File: src/rtl/div_pkg.sv
// rtl/div_pkg.sv - shared FSM encoding and counter sizing for seq_divider
package div_pkg;

    typedef enum logic [1:0] {
        IDLE = 2'd0,
        CALC = 2'd1,
        DONE = 2'd2
    } state_t;

    // Iteration counter must be able to hold the value N itself
    function automatic int cnt_width(input int n);
        return $clog2(n) + 1;
    endfunction

endpackage

File: src/rtl/seq_divider_if.sv
// rtl/seq_divider_if.sv - request/result bundle between a requester and seq_divider
interface seq_divider_if #(
    parameter int N = 8
);
    logic         start;
    logic [N-1:0] A;
    logic [N-1:0] B;
    logic [N-1:0] Quot;
    logic [N-1:0] Rem;
    logic         busy;
    logic         done;
    logic         FlagZ;
    logic         FlagV;

    modport master (
        output start, A, B,
        input  Quot, Rem, busy, done, FlagZ, FlagV
    );

    modport slave (
        input  start, A, B,
        output Quot, Rem, busy, done, FlagZ, FlagV
    );
endinterface

File: src/rtl/adder.sv
// rtl/adder.sv - ripple-style W-bit adder with carry in and carry out
module adder #(
    parameter int W = 8
) (
    input  logic [W-1:0] x,
    input  logic [W-1:0] y,
    input  logic         Cin,
    output logic [W-1:0] sum,
    output logic         FlagC
);
    assign {FlagC, sum} = {1'b0, x} + {1'b0, y} + {{W{1'b0}}, Cin};
endmodule

File: src/rtl/seq_divider.sv
// rtl/seq_divider.sv - restoring shift-subtract divider, signed mode via SEQ_DIVIDER_SIGNED_EN
module seq_divider
    import div_pkg::*;
#(
    parameter int N = 8
) (
    input logic         clk,
    input logic         rst,
    seq_divider_if.slave bus
);
    localparam int             CW       = cnt_width(N);
    localparam logic [CW-1:0]  CNT_LAST = CW'(N);

    state_t        state;
    logic [N-1:0]  a_reg;
    logic [N-1:0]  b_reg;
    logic [N:0]    rem_p;
    logic [N-1:0]  q_reg;
    logic [CW-1:0] cnt;
    logic          neg_q;
    logic          neg_r;
    logic          ovf;

    logic [N-1:0]  a_mag;
    logic [N-1:0]  b_mag;
    logic          neg_q_in;
    logic          neg_r_in;
    logic          ovf_in;
    logic [N:0]    shifted;
    logic [N:0]    diff;
    logic          no_borrow;
    logic [N-1:0]  q_fin;
    logic [N-1:0]  r_fin;

    // Partial remainder stays below the divisor between iterations, so its MSB is
    // always zero after a step; only the shift/subtract path needs the extra bit.
    logic unused_rem_msb;
    assign unused_rem_msb = rem_p[N];

    // Operand conditioning at capture: magnitudes and result sign fix-ups
    always_comb begin
`ifdef SEQ_DIVIDER_SIGNED_EN
        a_mag    = bus.A[N-1] ? -bus.A : bus.A;
        b_mag    = bus.B[N-1] ? -bus.B : bus.B;
        neg_q_in = bus.A[N-1] ^ bus.B[N-1];
        neg_r_in = bus.A[N-1];
        ovf_in   = (bus.A == {1'b1, {(N-1){1'b0}}}) && (bus.B == '1);
`else
        a_mag    = bus.A;
        b_mag    = bus.B;
        neg_q_in = 1'b0;
        neg_r_in = 1'b0;
        ovf_in   = 1'b0;
`endif
    end

    assign shifted = {rem_p[N-1:0], a_reg[N-1]};

    adder #(.W(N + 1)) u_sub (
        .x     (shifted),
        .y     (~{1'b0, b_reg}),
        .Cin   (1'b1),
        .sum   (diff),
        .FlagC (no_borrow)
    );

    // Final sign correction applied as results are loaded on entry to DONE
    always_comb begin
        q_fin = neg_q ? -q_reg : q_reg;
        r_fin = neg_r ? -rem_p[N-1:0] : rem_p[N-1:0];
    end

    // Control FSM, datapath registers and registered outputs
    always_ff @(posedge clk) begin
        if (rst) begin
            state     <= IDLE;
            a_reg     <= '0;
            b_reg     <= '0;
            rem_p     <= '0;
            q_reg     <= '0;
            cnt       <= '0;
            neg_q     <= 1'b0;
            neg_r     <= 1'b0;
            ovf       <= 1'b0;
            bus.Quot  <= '0;
            bus.Rem   <= '0;
            bus.busy  <= 1'b0;
            bus.done  <= 1'b0;
            bus.FlagZ <= 1'b0;
            bus.FlagV <= 1'b0;
        end else begin
            unique case (state)
                IDLE: begin
                    if (bus.start) begin
                        bus.busy <= 1'b1;
                        if (bus.B == '0) begin
                            state     <= DONE;
                            bus.done  <= 1'b1;
                            bus.Quot  <= '1;
                            bus.Rem   <= bus.A;
                            bus.FlagZ <= 1'b1;
                            bus.FlagV <= 1'b0;
                        end else begin
                            state <= CALC;
                            a_reg <= a_mag;
                            b_reg <= b_mag;
                            rem_p <= '0;
                            q_reg <= '0;
                            cnt   <= '0;
                            neg_q <= neg_q_in;
                            neg_r <= neg_r_in;
                            ovf   <= ovf_in;
                        end
                    end
                end
                CALC: begin
                    if (cnt == CNT_LAST) begin
                        state     <= DONE;
                        bus.done  <= 1'b1;
                        bus.Quot  <= q_fin;
                        bus.Rem   <= r_fin;
                        bus.FlagZ <= 1'b0;
                        bus.FlagV <= ovf;
                    end else begin
                        rem_p <= no_borrow ? diff : shifted;
                        q_reg <= {q_reg[N-2:0], no_borrow};
                        a_reg <= a_reg << 1;
                        cnt   <= cnt + CW'(1);
                    end
                end
                DONE: begin
                    state    <= IDLE;
                    bus.busy <= 1'b0;
                    bus.done <= 1'b0;
                end
                default: state <= IDLE;
            endcase
        end
    end
endmodule
File: src/flat_wrapper.sv
// flat-port wrapper written by rule: the top's interface ports become plain ports
module seq_divider_flat import div_pkg::*;
#(
    parameter int N = 8
)
  (clk, rst, bus_start, bus_A, bus_B, bus_Quot, bus_Rem, bus_busy, bus_done, bus_FlagZ, bus_FlagV);
  seq_divider_if #(.N(N)) bus_i ();
  input logic clk;
  input logic rst;
  input wire logic [$bits(bus_i.start)-1:0] bus_start;
  input wire logic [$bits(bus_i.A)-1:0] bus_A;
  input wire logic [$bits(bus_i.B)-1:0] bus_B;
  output wire logic [$bits(bus_i.Quot)-1:0] bus_Quot;
  output wire logic [$bits(bus_i.Rem)-1:0] bus_Rem;
  output wire logic [$bits(bus_i.busy)-1:0] bus_busy;
  output wire logic [$bits(bus_i.done)-1:0] bus_done;
  output wire logic [$bits(bus_i.FlagZ)-1:0] bus_FlagZ;
  output wire logic [$bits(bus_i.FlagV)-1:0] bus_FlagV;
  assign bus_i.start = bus_start;
  assign bus_i.A = bus_A;
  assign bus_i.B = bus_B;
  assign bus_Quot = bus_i.Quot;
  assign bus_Rem = bus_i.Rem;
  assign bus_busy = bus_i.busy;
  assign bus_done = bus_i.done;
  assign bus_FlagZ = bus_i.FlagZ;
  assign bus_FlagV = bus_i.FlagV;
  seq_divider #(.N(N)) u_core (.clk(clk), .rst(rst), .bus(bus_i));
endmodule
File: config.mk
export PLATFORM = sky130hd
export DESIGN_NAME = seq_divider_flat
export DESIGN_NICKNAME = d
export VERILOG_FILES = /design/src/rtl/div_pkg.sv /design/src/rtl/seq_divider_if.sv /design/src/rtl/adder.sv /design/src/rtl/seq_divider.sv /design/src/flat_wrapper.sv
export SDC_FILE = /design/constraint.sdc
export NUM_CORES = 1
export LEC_CHECK = 0
export ABC_AREA = 1
export CORE_UTILIZATION = 55
export DETAILED_ROUTE_END_ITERATION = 10
export MAX_ROUTING_LAYER = met4
export PLACE_DENSITY_LB_ADDON = 0.05
export SETUP_SLACK_MARGIN = 0.3
export SYNTH_ARGS = -nofsm -noshare
export SYNTH_HDL_FRONTEND = slang
export SYNTH_SLANG_ARGS = --single-unit
export TNS_END_PERCENT = 20
File: constraint.sdc
create_clock -name clk -period 3.9 [get_ports clk]
set_input_delay 0.585 -clock clk [delete_from_list [all_inputs] [get_ports clk]]
set_output_delay 0.585 -clock clk [all_outputs]
set_load 0.02 [all_outputs]
==> impl_metrics.json <==
{
  "worst_slack_ps": 1640,
  "clk_path_buf_depth": 2,
  "synth.distinct_cells": 30,
  "cp_max_fo": 27,
  "initial_utilization": 0.577,
  "yosys_register_bits": 57,
  "cts_tree": "yes",
  "total_power_mw": 1.89,
  "crit_type": "primary input to register",
  "fp.dieArea_sq_um": 5280,
  "rrSetupSlack_ps": 1680,
  "yosys.area.top_type": "dfxtp_1",
  "postSynthCellCount": 385,
  "grt-ovfl-total": 0,
  "fp-row-count": 25,
  "port-buffer-count": 37,
  "multi_input_area_sq_um": 1370,
  "min_path_type": "register to register",
  "synth_warnings": 0,
  "pwr-share-clk": 0.309,
  "syn_nets": 415,
  "postCtsSetupBuffers": 0,
  "dp_hpwl_microns": 4190,
  "clock-sinks": 57,
  "cts_buffers": 9,
  "placed_area_sq_um": 3120,
  "synth_area_sq_um": 2740,
  "vias": 2524,
  "via_per_inst": 5.17,
  "cts_root_buffer": "clkbuf_8",
  "post-route-util": 0.700,
  "routabilityCongestion": 0.842,
  "finalCritPeriodShare": 0.580,
  "hold_viol_final": 0,
  "drc": 0,
  "ioPinCount": 39,
  "power.leakage_nw": 1.40,
  "synth_top_area_frac": 0.416,
  "die_x_microns": 72.6,
  "die_h_microns": 72.6,
  "final_common_cell": "nand2_1",
  "ys_top_cells_by_area": "dfxtp_1, nand2_1, a21oi_1, inv_1, ha_1",
  "dpl.cell_count": 473,
  "endpoint_kind": "register",
  "wl_per_cell_microns": 12.6,
  "slew_headroom": 0.518,
  "postCtsResizedCells": 0,
  "first_pass_iters": 4,
  "drv_cap": 0,
  "comb_power_share": 0.333,
  "fin_cells": 488,
  "regArea_sq_um": 1140,
  "status": "complete, no violations",
  "final_area_sq_um": 3330,
  "crit_slowest_cell": "clkdlybuf4s50_1",
  "whs_ps": 465,
  "cp.arrival_ps": 2460,
  "grt_setup_unrepaired": "no",
  "start_kind": "primary input",
  "cts.clk_slew.worst_paths_ps": 60,
  "switching_share": 0.350,
  "grt_start_max_net_pins": 45,
  "insertion_delay_ps": 330,
  "synth_area_per_cell_sq_um": 7.13,
  "slowest_delay_ps": 420,
  "grt_pass1_vias": 2288,
  "slew_violations": 0,
  "pre_cts_ws_ps": 1290,
  "htreeDepth": 3,
  "antenna_found_initial": 0,
  "p_switching_mw": 0.660,
  "ys.flop_type": "dfxtp_1",
  "grt.total_usage": 0.260,
  "areaGrowthSynthToFinish_pct": 21.3,
  "fin_skew_ps": 9.29,
  "async_reset_ff_frac": 0,
  "max_freq_mhz": 442,
  "tns_ps": 0,
  "grt_pass1_wl_microns": 10200,
  "coreArea_sq_um": 4750,
  "crit_path_cell_trace": "clkdlybuf4s50_1 > nor2_1 > nand2_1 > nor2_1 > nand2_1 > nand2_2 > inv_1 > o21ai_0 > a31oi_1",
  "setup_viol_count_final": 0,
  "post-route-min-period_ps": 2260,
  "wirelength_microns": 6140,
  "ys_seq_area_frac": 0.416,
  "powerDensity_nw_per_um2": 567,
  "intPower_mw": 1.23,
  "seq_power_share": 0.359,
  "drive_gt1_frac": 0.0618,
  "required_ps": 4100,
  "tightest_slew_ps": 722,
  "n_antenna_cell": 0,
  "postRouteAntennaNets": 0,
  "synth_edf_count": 0,
  "fillCellCount": 434,
  "ir_worst_vdd_mv": 0.470,
  "nets": 447,
  "drt-initial-drc-count": 209,
  "hold_buffers": 0,
  "final_cell_mix": "nand2_1, dfxtp_1, a21oi_1"
}
## final cells by class
cell class	instances	share of cell area
clock buffer	9	0.0372
clock inverter	6	0.0252
inverter	41	0.0462
multi-input combinational	270	0.410
sequential	57	0.343
tap	67	0.0252
timing repair buffer	38	0.113
## power groups by stage
stage | registers, mW | logic (mW) | clock network (mW)
after floorplan | 0.694 | 0.464 | 0
after global placement | 0.688 | 0.610 | 0
after detailed placement | 0.689 | 0.618 | 0
after CTS | 0.677 | 0.624 | 0.593
after global routing | 0.682 | 0.713 | 0.615
final | 0.677 | 0.628 | 0.582
## worst paths after layout
path                                  start                             end  cells after the start
min          u_core.bus.Rem[4]$_SDFFE_PP0P_  u_core.bus.Rem[4]$_SDFFE_PP0P_                      2
max reg2reg    u_core.state[1]$_SDFFE_PP0P_    u_core.a_reg[6]$_SDFFE_PP0P_                      9
max                                bus_B[2]    u_core.a_reg[6]$_SDFFE_PP0P_                      9
min reg2reg  u_core.bus.Rem[4]$_SDFFE_PP0P_  u_core.bus.Rem[4]$_SDFFE_PP0P_                      2
## worst max-delay path, delay by kind of cell
family | cells | cell delay (ps)
AOI/OAI and AO/OA | 2 | 300
and+or+nand+nor | 5 | 810
buffers and inverters | 2 | 750
## synth_stat cells, types with 2 or more instances
master / number
nand2_1: 102
dfxtp_1: 57
a21oi_1: 46
inv_1: 40
nor2_1: 29
nand3_1: 25
o21ai_0: 19
ha_1: 10
nand4_1: 9
clkbuf_1: 8
o22ai_1: 7
a22oi_1: 6
buf_2: 4
buf_1: 2
buf_4: 2
nand2_2: 2
nand3_2: 2
or2_2: 2
xor2_1: 2
## metal layers
layer,GRT usage,vias up,part of all wire
li1,-,1327,-
met1,0.330,1133,0.47
met2,0.415,55,0.47
met3,0.0456,9,0.038
met4,0.0980,0,0.015
met5,-,-,0
## cells by family (layout without fill, tap and decap cells)
family / Yosys count / in the layout / share of synthesized area
AO/OA/AOI/OAI: 83 / 83 / 0.169
XOR/XNOR: 3 / 3 / 0.00958
buffers and inverters: 58 / 94 / 0.0866
AND/OR/NAND/NOR: 172 / 172 / 0.265
adder cells (fa/ha/maj): 11 / 11 / 0.0529
other: 1 / 1 / 0.00137
flip-flops: 57 / 57 / 0.416
Power figures use the tool's default switching activity.
